===== src/rtl/data_memory_arbiter_if.sv =====
// data_memory_arbiter_if: two requester ports plus the single-port memory bus
interface data_memory_arbiter_if #(
    parameter int DATA_WIDTH = 32
);
    logic                  req0, we0, ack0;
    logic                  req1, we1, ack1;
    logic [DATA_WIDTH-1:0] addr0, wdata0, addr1, wdata1;
    logic [DATA_WIDTH-1:0] rdata;
    logic                  err, busy;
    logic                  mem_we;
    logic [DATA_WIDTH-1:0] mem_addr, mem_wdata, mem_rdata;

    modport master (
        output req0, we0, addr0, wdata0, req1, we1, addr1, wdata1, mem_rdata,
        input  ack0, ack1, rdata, err, busy, mem_we, mem_addr, mem_wdata
    );

    modport slave (
        input  req0, we0, addr0, wdata0, req1, we1, addr1, wdata1, mem_rdata,
        output ack0, ack1, rdata, err, busy, mem_we, mem_addr, mem_wdata
    );
endinterface


===== src/rtl/data_memory_arbiter.sv =====
// data_memory_arbiter: round-robin two-port sequencer for a single-port data memory
module data_memory_arbiter #(
    parameter int                    MEMORY_DEPTH = 64,
    parameter int                    DATA_WIDTH   = 32,
    parameter logic [DATA_WIDTH-1:0] BASE_ADDR    = 32'h1001_0000
) (
    input logic                  clk,
    input logic                  reset,
    data_memory_arbiter_if.slave bus
);
    localparam logic [DATA_WIDTH-1:0] LIMIT = DATA_WIDTH'(MEMORY_DEPTH * 4);

    typedef enum logic [1:0] {IDLE, ISSUE, WAIT, DONE} state_t;

    state_t                state;
    logic                  prio, win, win_we;
    logic                  sel, we, legal;
    logic [DATA_WIDTH-1:0] addr, wdata, off;

    // pick the candidate port and decode its address; only used in IDLE
    always_comb begin
        sel   = (bus.req0 && bus.req1) ? prio : bus.req1;
        we    = sel ? bus.we1 : bus.we0;
        addr  = sel ? bus.addr1 : bus.addr0;
        wdata = sel ? bus.wdata1 : bus.wdata0;
        off   = addr - BASE_ADDR;
        legal = addr >= BASE_ADDR && off < LIMIT && addr[1:0] == 2'b00;
    end

    // sequencer: arbitrate, drive memory, collect data; acks are raised on entry to DONE
    always_ff @(posedge clk) begin
        if (reset) begin
            state         <= IDLE;
            prio          <= 1'b0;
            win           <= 1'b0;
            win_we        <= 1'b0;
            bus.ack0      <= 1'b0;
            bus.ack1      <= 1'b0;
            bus.err       <= 1'b0;
            bus.rdata     <= '0;
            bus.busy      <= 1'b0;
            bus.mem_we    <= 1'b0;
            bus.mem_addr  <= '0;
            bus.mem_wdata <= '0;
        end else begin
            bus.ack0 <= 1'b0;
            bus.ack1 <= 1'b0;
            bus.err  <= 1'b0;
            case (state)
                IDLE: if (bus.req0 || bus.req1) begin
                    win      <= sel;
                    win_we   <= we;
                    bus.busy <= 1'b1;
                    if (legal) begin
                        bus.mem_we    <= we;
                        bus.mem_addr  <= off >> 2;
                        bus.mem_wdata <= wdata;
                        state         <= ISSUE;
                    end else begin
                        bus.ack0  <= !sel;
                        bus.ack1  <= sel;
                        bus.err   <= 1'b1;
                        bus.rdata <= '0;
                        state     <= DONE;
                    end
                end
                ISSUE: begin
                    bus.mem_we <= 1'b0;
                    if (win_we) begin
                        bus.ack0  <= !win;
                        bus.ack1  <= win;
                        bus.rdata <= '0;
                        state     <= DONE;
                    end else begin
                        state <= WAIT;
                    end
                end
                WAIT: begin
                    bus.ack0  <= !win;
                    bus.ack1  <= win;
                    bus.rdata <= bus.mem_rdata;
                    state     <= DONE;
                end
                default: begin
                    prio     <= !win;
                    bus.busy <= 1'b0;
                    state    <= IDLE;
                end
            endcase
        end
    end
endmodule


===== src/flat_wrapper.sv =====
// flat-port wrapper written by rule: the top's interface ports become plain ports
module data_memory_arbiter_flat 
#(
    parameter int                    MEMORY_DEPTH = 64,
    parameter int                    DATA_WIDTH   = 32,
    parameter logic [DATA_WIDTH-1:0] BASE_ADDR    = 32'h1001_0000
)
  (clk, reset, bus_req0, bus_we0, bus_addr0, bus_wdata0, bus_req1, bus_we1, bus_addr1, bus_wdata1, bus_mem_rdata, bus_ack0, bus_ack1, bus_rdata, bus_err, bus_busy, bus_mem_we, bus_mem_addr, bus_mem_wdata);
  data_memory_arbiter_if #(.DATA_WIDTH(DATA_WIDTH)) bus_i ();
  input logic clk;
  input logic reset;
  input wire logic [$bits(bus_i.req0)-1:0] bus_req0;
  input wire logic [$bits(bus_i.we0)-1:0] bus_we0;
  input wire logic [$bits(bus_i.addr0)-1:0] bus_addr0;
  input wire logic [$bits(bus_i.wdata0)-1:0] bus_wdata0;
  input wire logic [$bits(bus_i.req1)-1:0] bus_req1;
  input wire logic [$bits(bus_i.we1)-1:0] bus_we1;
  input wire logic [$bits(bus_i.addr1)-1:0] bus_addr1;
  input wire logic [$bits(bus_i.wdata1)-1:0] bus_wdata1;
  input wire logic [$bits(bus_i.mem_rdata)-1:0] bus_mem_rdata;
  output wire logic [$bits(bus_i.ack0)-1:0] bus_ack0;
  output wire logic [$bits(bus_i.ack1)-1:0] bus_ack1;
  output wire logic [$bits(bus_i.rdata)-1:0] bus_rdata;
  output wire logic [$bits(bus_i.err)-1:0] bus_err;
  output wire logic [$bits(bus_i.busy)-1:0] bus_busy;
  output wire logic [$bits(bus_i.mem_we)-1:0] bus_mem_we;
  output wire logic [$bits(bus_i.mem_addr)-1:0] bus_mem_addr;
  output wire logic [$bits(bus_i.mem_wdata)-1:0] bus_mem_wdata;
  assign bus_i.req0 = bus_req0;
  assign bus_i.we0 = bus_we0;
  assign bus_i.addr0 = bus_addr0;
  assign bus_i.wdata0 = bus_wdata0;
  assign bus_i.req1 = bus_req1;
  assign bus_i.we1 = bus_we1;
  assign bus_i.addr1 = bus_addr1;
  assign bus_i.wdata1 = bus_wdata1;
  assign bus_i.mem_rdata = bus_mem_rdata;
  assign bus_ack0 = bus_i.ack0;
  assign bus_ack1 = bus_i.ack1;
  assign bus_rdata = bus_i.rdata;
  assign bus_err = bus_i.err;
  assign bus_busy = bus_i.busy;
  assign bus_mem_we = bus_i.mem_we;
  assign bus_mem_addr = bus_i.mem_addr;
  assign bus_mem_wdata = bus_i.mem_wdata;
  data_memory_arbiter #(.MEMORY_DEPTH(MEMORY_DEPTH), .DATA_WIDTH(DATA_WIDTH), .BASE_ADDR(BASE_ADDR)) u_core (.clk(clk), .reset(reset), .bus(bus_i));
endmodule

===== config.mk =====
export PLATFORM = sky130hd
export DESIGN_NAME = data_memory_arbiter_flat
export DESIGN_NICKNAME = d
export VERILOG_FILES = /design/src/rtl/data_memory_arbiter_if.sv /design/src/rtl/data_memory_arbiter.sv /design/src/flat_wrapper.sv
export SDC_FILE = /design/constraint.sdc
export NUM_CORES = 1
export LEC_CHECK = 0
export CELL_PAD_IN_SITES_DETAIL_PLACEMENT = 0
export CELL_PAD_IN_SITES_GLOBAL_PLACEMENT = 1
export CORE_ASPECT_RATIO = 0.5
export CORE_MARGIN = 2
export CORE_UTILIZATION = 29
export DETAILED_ROUTE_END_ITERATION = 8
export PLACE_DENSITY_LB_ADDON = 0.05
export SYNTH_ARGS = -nofsm -noshare
export SYNTH_HDL_FRONTEND = slang
export SYNTH_SLANG_ARGS = --single-unit

===== constraint.sdc =====
create_clock -name clk -period 6.3 [get_ports clk]
set_input_delay 0.63 -clock clk [delete_from_list [all_inputs] [get_ports clk]]
set_output_delay 0.63 -clock clk [all_outputs]
set_load 0.02 [all_outputs]

==> results.md <==
- Layout filler cell count: ~1500
- Post-DP Area: roughly 7600 µm²
- Most numerous cell in the Yosys netlist: dfxtp_1
- Final Power: around 2.0 mW
- Synthesized area per cell: 8.77 µm²
- Die width: about 190 µm
- Post-synth top cells: dfxtp_1 (104), nor2_1 (70), mux2i_1 (44)
- Number of global-route vias before repair: roughly 5000
- Post-synth top flop: dfxtp_1
- Top cells by area, synth: dfxtp_1 (43%), mux2i_1 (9.1%), a211oi_1 (6.5%)
- Sequential area share after synthesis: about 43%
- Type of origin of the critical path: input pin
- Peak VDD IR: ~0.14 mV
- DRT iter0 DRCs: around 250
- Leakage: roughly 2.9 nW
- Worst-path cell chain: clkdlybuf4s50_1 -> nand2b_1 -> nand2_2 -> mux2i_1 -> ha_1 -> inv_1 -> a21oi_1 -> mux2i_1 -> o32a_1 -> nor4_4 -> buf_4 -> nor2_1 -> a211oi_1
- Met3 wire len: about 1700 µm
- Setup crit end kind: flip-flop
- Final Hold Fails: 0
- RSZ-0062 raised after global routing: false
- Gr usage total: a little under a fifth
- N_diodes: 0
- Required @ worst endpoint: between 6000 and 7000 ps
- Critical path type: in2reg
- DIE AREA: about 18000 µm²
- CP most frequent cell: mux2i_1
- Core Rows: 33
- Largest net degree at the start of global routing: 83
- Pre-antenna DRT Iters: 4
- Met1 WL: 7200 µm
- Resize count post-CTS: 0
- Clock latency on the worst-skew pair: between 300 and 400 ps
- Post-Syn Area: roughly 4800 µm²
- Final setup fails: 0
- Max clock buf depth: 2
- Placed insts: 1003
- CP max stage delay: ~630 ps
- Clock Power Share: between 30% and 40%
- Cell taking the most area after synthesis: dfxtp_1
- Via count: between 4000 and 5000
- Sw Ratio: 31.9%
- Total of max-cap violations: 0
- Layout Skew: just under 8 ps
- Postcts setup bufs: 0
- Die H: roughly 95 µm
- Slew Limit Fails: 0
- Crit path max-delay cell type: buf_4
- P_sw: approximately 640 µW
- Post-route cell area: roughly 8000 µm²
- Crit path time final: roughly 4300 ps
- Number of port buffers: between 200 and 300
- #FFs+latches synth: around 100
- Top sig layer: met5
- Footprint of the multi-input gates: approximately 2500 µm²
- CTS H-tree lvls: 3
- Post-synth top area share: about 43%
- Clock-pin slew on the worst setup and hold paths: about 70 ps
- Hold Crit Class: reg2reg
- Buffers and inverters on the worst path: 3
- CTS sink cnt: around 100
- Core ar.: between 15000 and 20000 µm²
- Drt drc: 0
- I/O pin count: roughly 270
- Setup TNS: 0 ps
- PwrDens: around 250 nW/µm²
- Combinational share of power: 31.6%
- Met2 WL: between 7000 and 8000 µm
- Root Driver: clkbuf_16
- Syn Inst Count: 551
- Critical Path Fanout Max: ~80
- CTS Hold Buffers Added: 0
- Fin crit share: 68.7%
- Grt total ovfl: 0
- Layout cells sized above 1: under 10%
- Worst path arrival time: around 4600 ps
- Status: finished, final reports clean
- Initial antenna violation count: 2
- Total Wirelength: 16500 µm
- Fin cells: 1019
- Vias per cell: just under 5
- Number of synthesized flops with an enable pin: 0
- WL/cell: 16.2 µm
- Unique cell type count in the Yosys netlist: 52
- R2R Setup Slk: around 2400 ps
- Area grow syn2layout: 64.9%
- Async SR Flop Fraction: 0%
- Yosys warnings: 0
- Initial core utilization: between 20 and 30%
- Dpl hpwl: roughly 12000 µm
- Final antenna-violating net count: 0
- Routability Congestion: 0.771
- CTS buffer count: 9
- Nets@finish: between 900 and 1000
- Slew headroom: a little under a fifth
- First-pass GRT wire length: between 20000 and 30000 µm
- Cell family with most CP delay: buffers and inverters
- Achievable frequency: roughly 230 MHz
- CTS tree: yes
- Power Internal: approximately 1.4 mW
- Worst slew pin tran: between 1000 and 1500 ps
- Storage cell area: roughly 2100 µm²
- Seq pwr share: between 30% and 40%
==> kinds of logic after synthesis <==
group                    share of synthesized area [%]
AND/OR/NAND/NOR                                   21.0
AO/OA/AOI/OAI                                     18.7
flip-flops                                        43.1
buffers and inverters                             4.71
multiplexers                                      9.59
adder cells (fa/ha/maj)                           1.81
XOR/XNOR                                          1.09
other                                           0.0776
==> metal layers <==
layer  global-route usage, %  vias to the layer above
met5                       0                        -
met4                    5.89                        4
met3                    9.09                       29
met2                    30.3                      182
met1                    21.9                     2240
li1                        -                     2492
==> power groups by stage <==
| stage | Sequential, mW | Combinational, mW | Clock, mW |
|---|---|---|---|
| floorplan | 0.812 | 0.305 | 0 |
| global placement | 0.758 | 0.640 | 0 |
| detailed placement | 0.761 | 0.642 | 0 |
| CTS | 0.745 | 0.644 | 0.663 |
| global route | 0.755 | 0.701 | 0.686 |
| finish | 0.745 | 0.640 | 0.638 |
==> worst paths after layout <==
check	cells after the start	start	to
worst max-delay path	13	bus_req0	u_core.bus.mem_wdata[13]$_SDFFE_PP0P_
worst min-delay path	1	u_core.bus.mem_addr[12]$_SDFFE_PP0P_	u_core.bus.mem_addr[12]$_SDFFE_PP0P_
worst min register to register	1	u_core.bus.mem_addr[12]$_SDFFE_PP0P_	u_core.bus.mem_addr[12]$_SDFFE_PP0P_
worst max register to register	12	u_core.prio$_SDFFE_PP0N_	u_core.bus.mem_wdata[13]$_SDFFE_PP0P_
==> area by class of cell <==
cell class              instances  share of cell area, %
flip-flops and latches        104                   26.1
multi-input cells             391                   31.8
inverters                      11                  0.518
well taps                     227                   3.57
repair buffers                271                   33.8
clock buffers                  10                   2.87
clock inverters                 5                   1.30
==> worst register-to-register path, delay by kind of cell, from the launching register on <==
family	cells	cell delay, ps
flops	1	320
fa+ha+maj	1	340
compound gates	3	900
mux	2	550
buf+inv	2	730
simple gates	4	1000
==> per-stage QoR <==
stage                     utilization [%]  setup slack, ps  hold slack [ps]
final                                48.7             1970              464
after global routing                 48.7             1510              484
after CTS                            48.7             2010              466
after detailed placement             46.6             1640              446
after global placement               46.6             1660              441
after floorplan                         -             2290              462
==> registers in the layout, indices dropped and copies added (netlist names) <==
signal                cells
u_core.bus.busy           1
u_core.win                1
u_core.bus.mem_we         1
u_core.prio               1
u_core.bus.mem_wdata     32
u_core.win_we             1
u_core.bus.ack0           1
u_core.bus.rdata         32
u_core.bus.mem_addr      30
u_core.bus.err            1
u_core.bus.ack1           1
u_core.state              2
==> layout by cell type, fill, tap and decap left out, types with 9 or more instances in the layout <==
cell type and n:
clkdlybuf4s50_1 263, mux2i_1 44, inv_1 11, clkbuf_16 9, nand4_1 37, nand2_1 9
nor2_1 70, a21oi_1 38, o21ai_0 37, nor3_1 10, dfxtp_1 104, and2_1 24
a211oi_1 42
(Power assumes the default switching activity.)
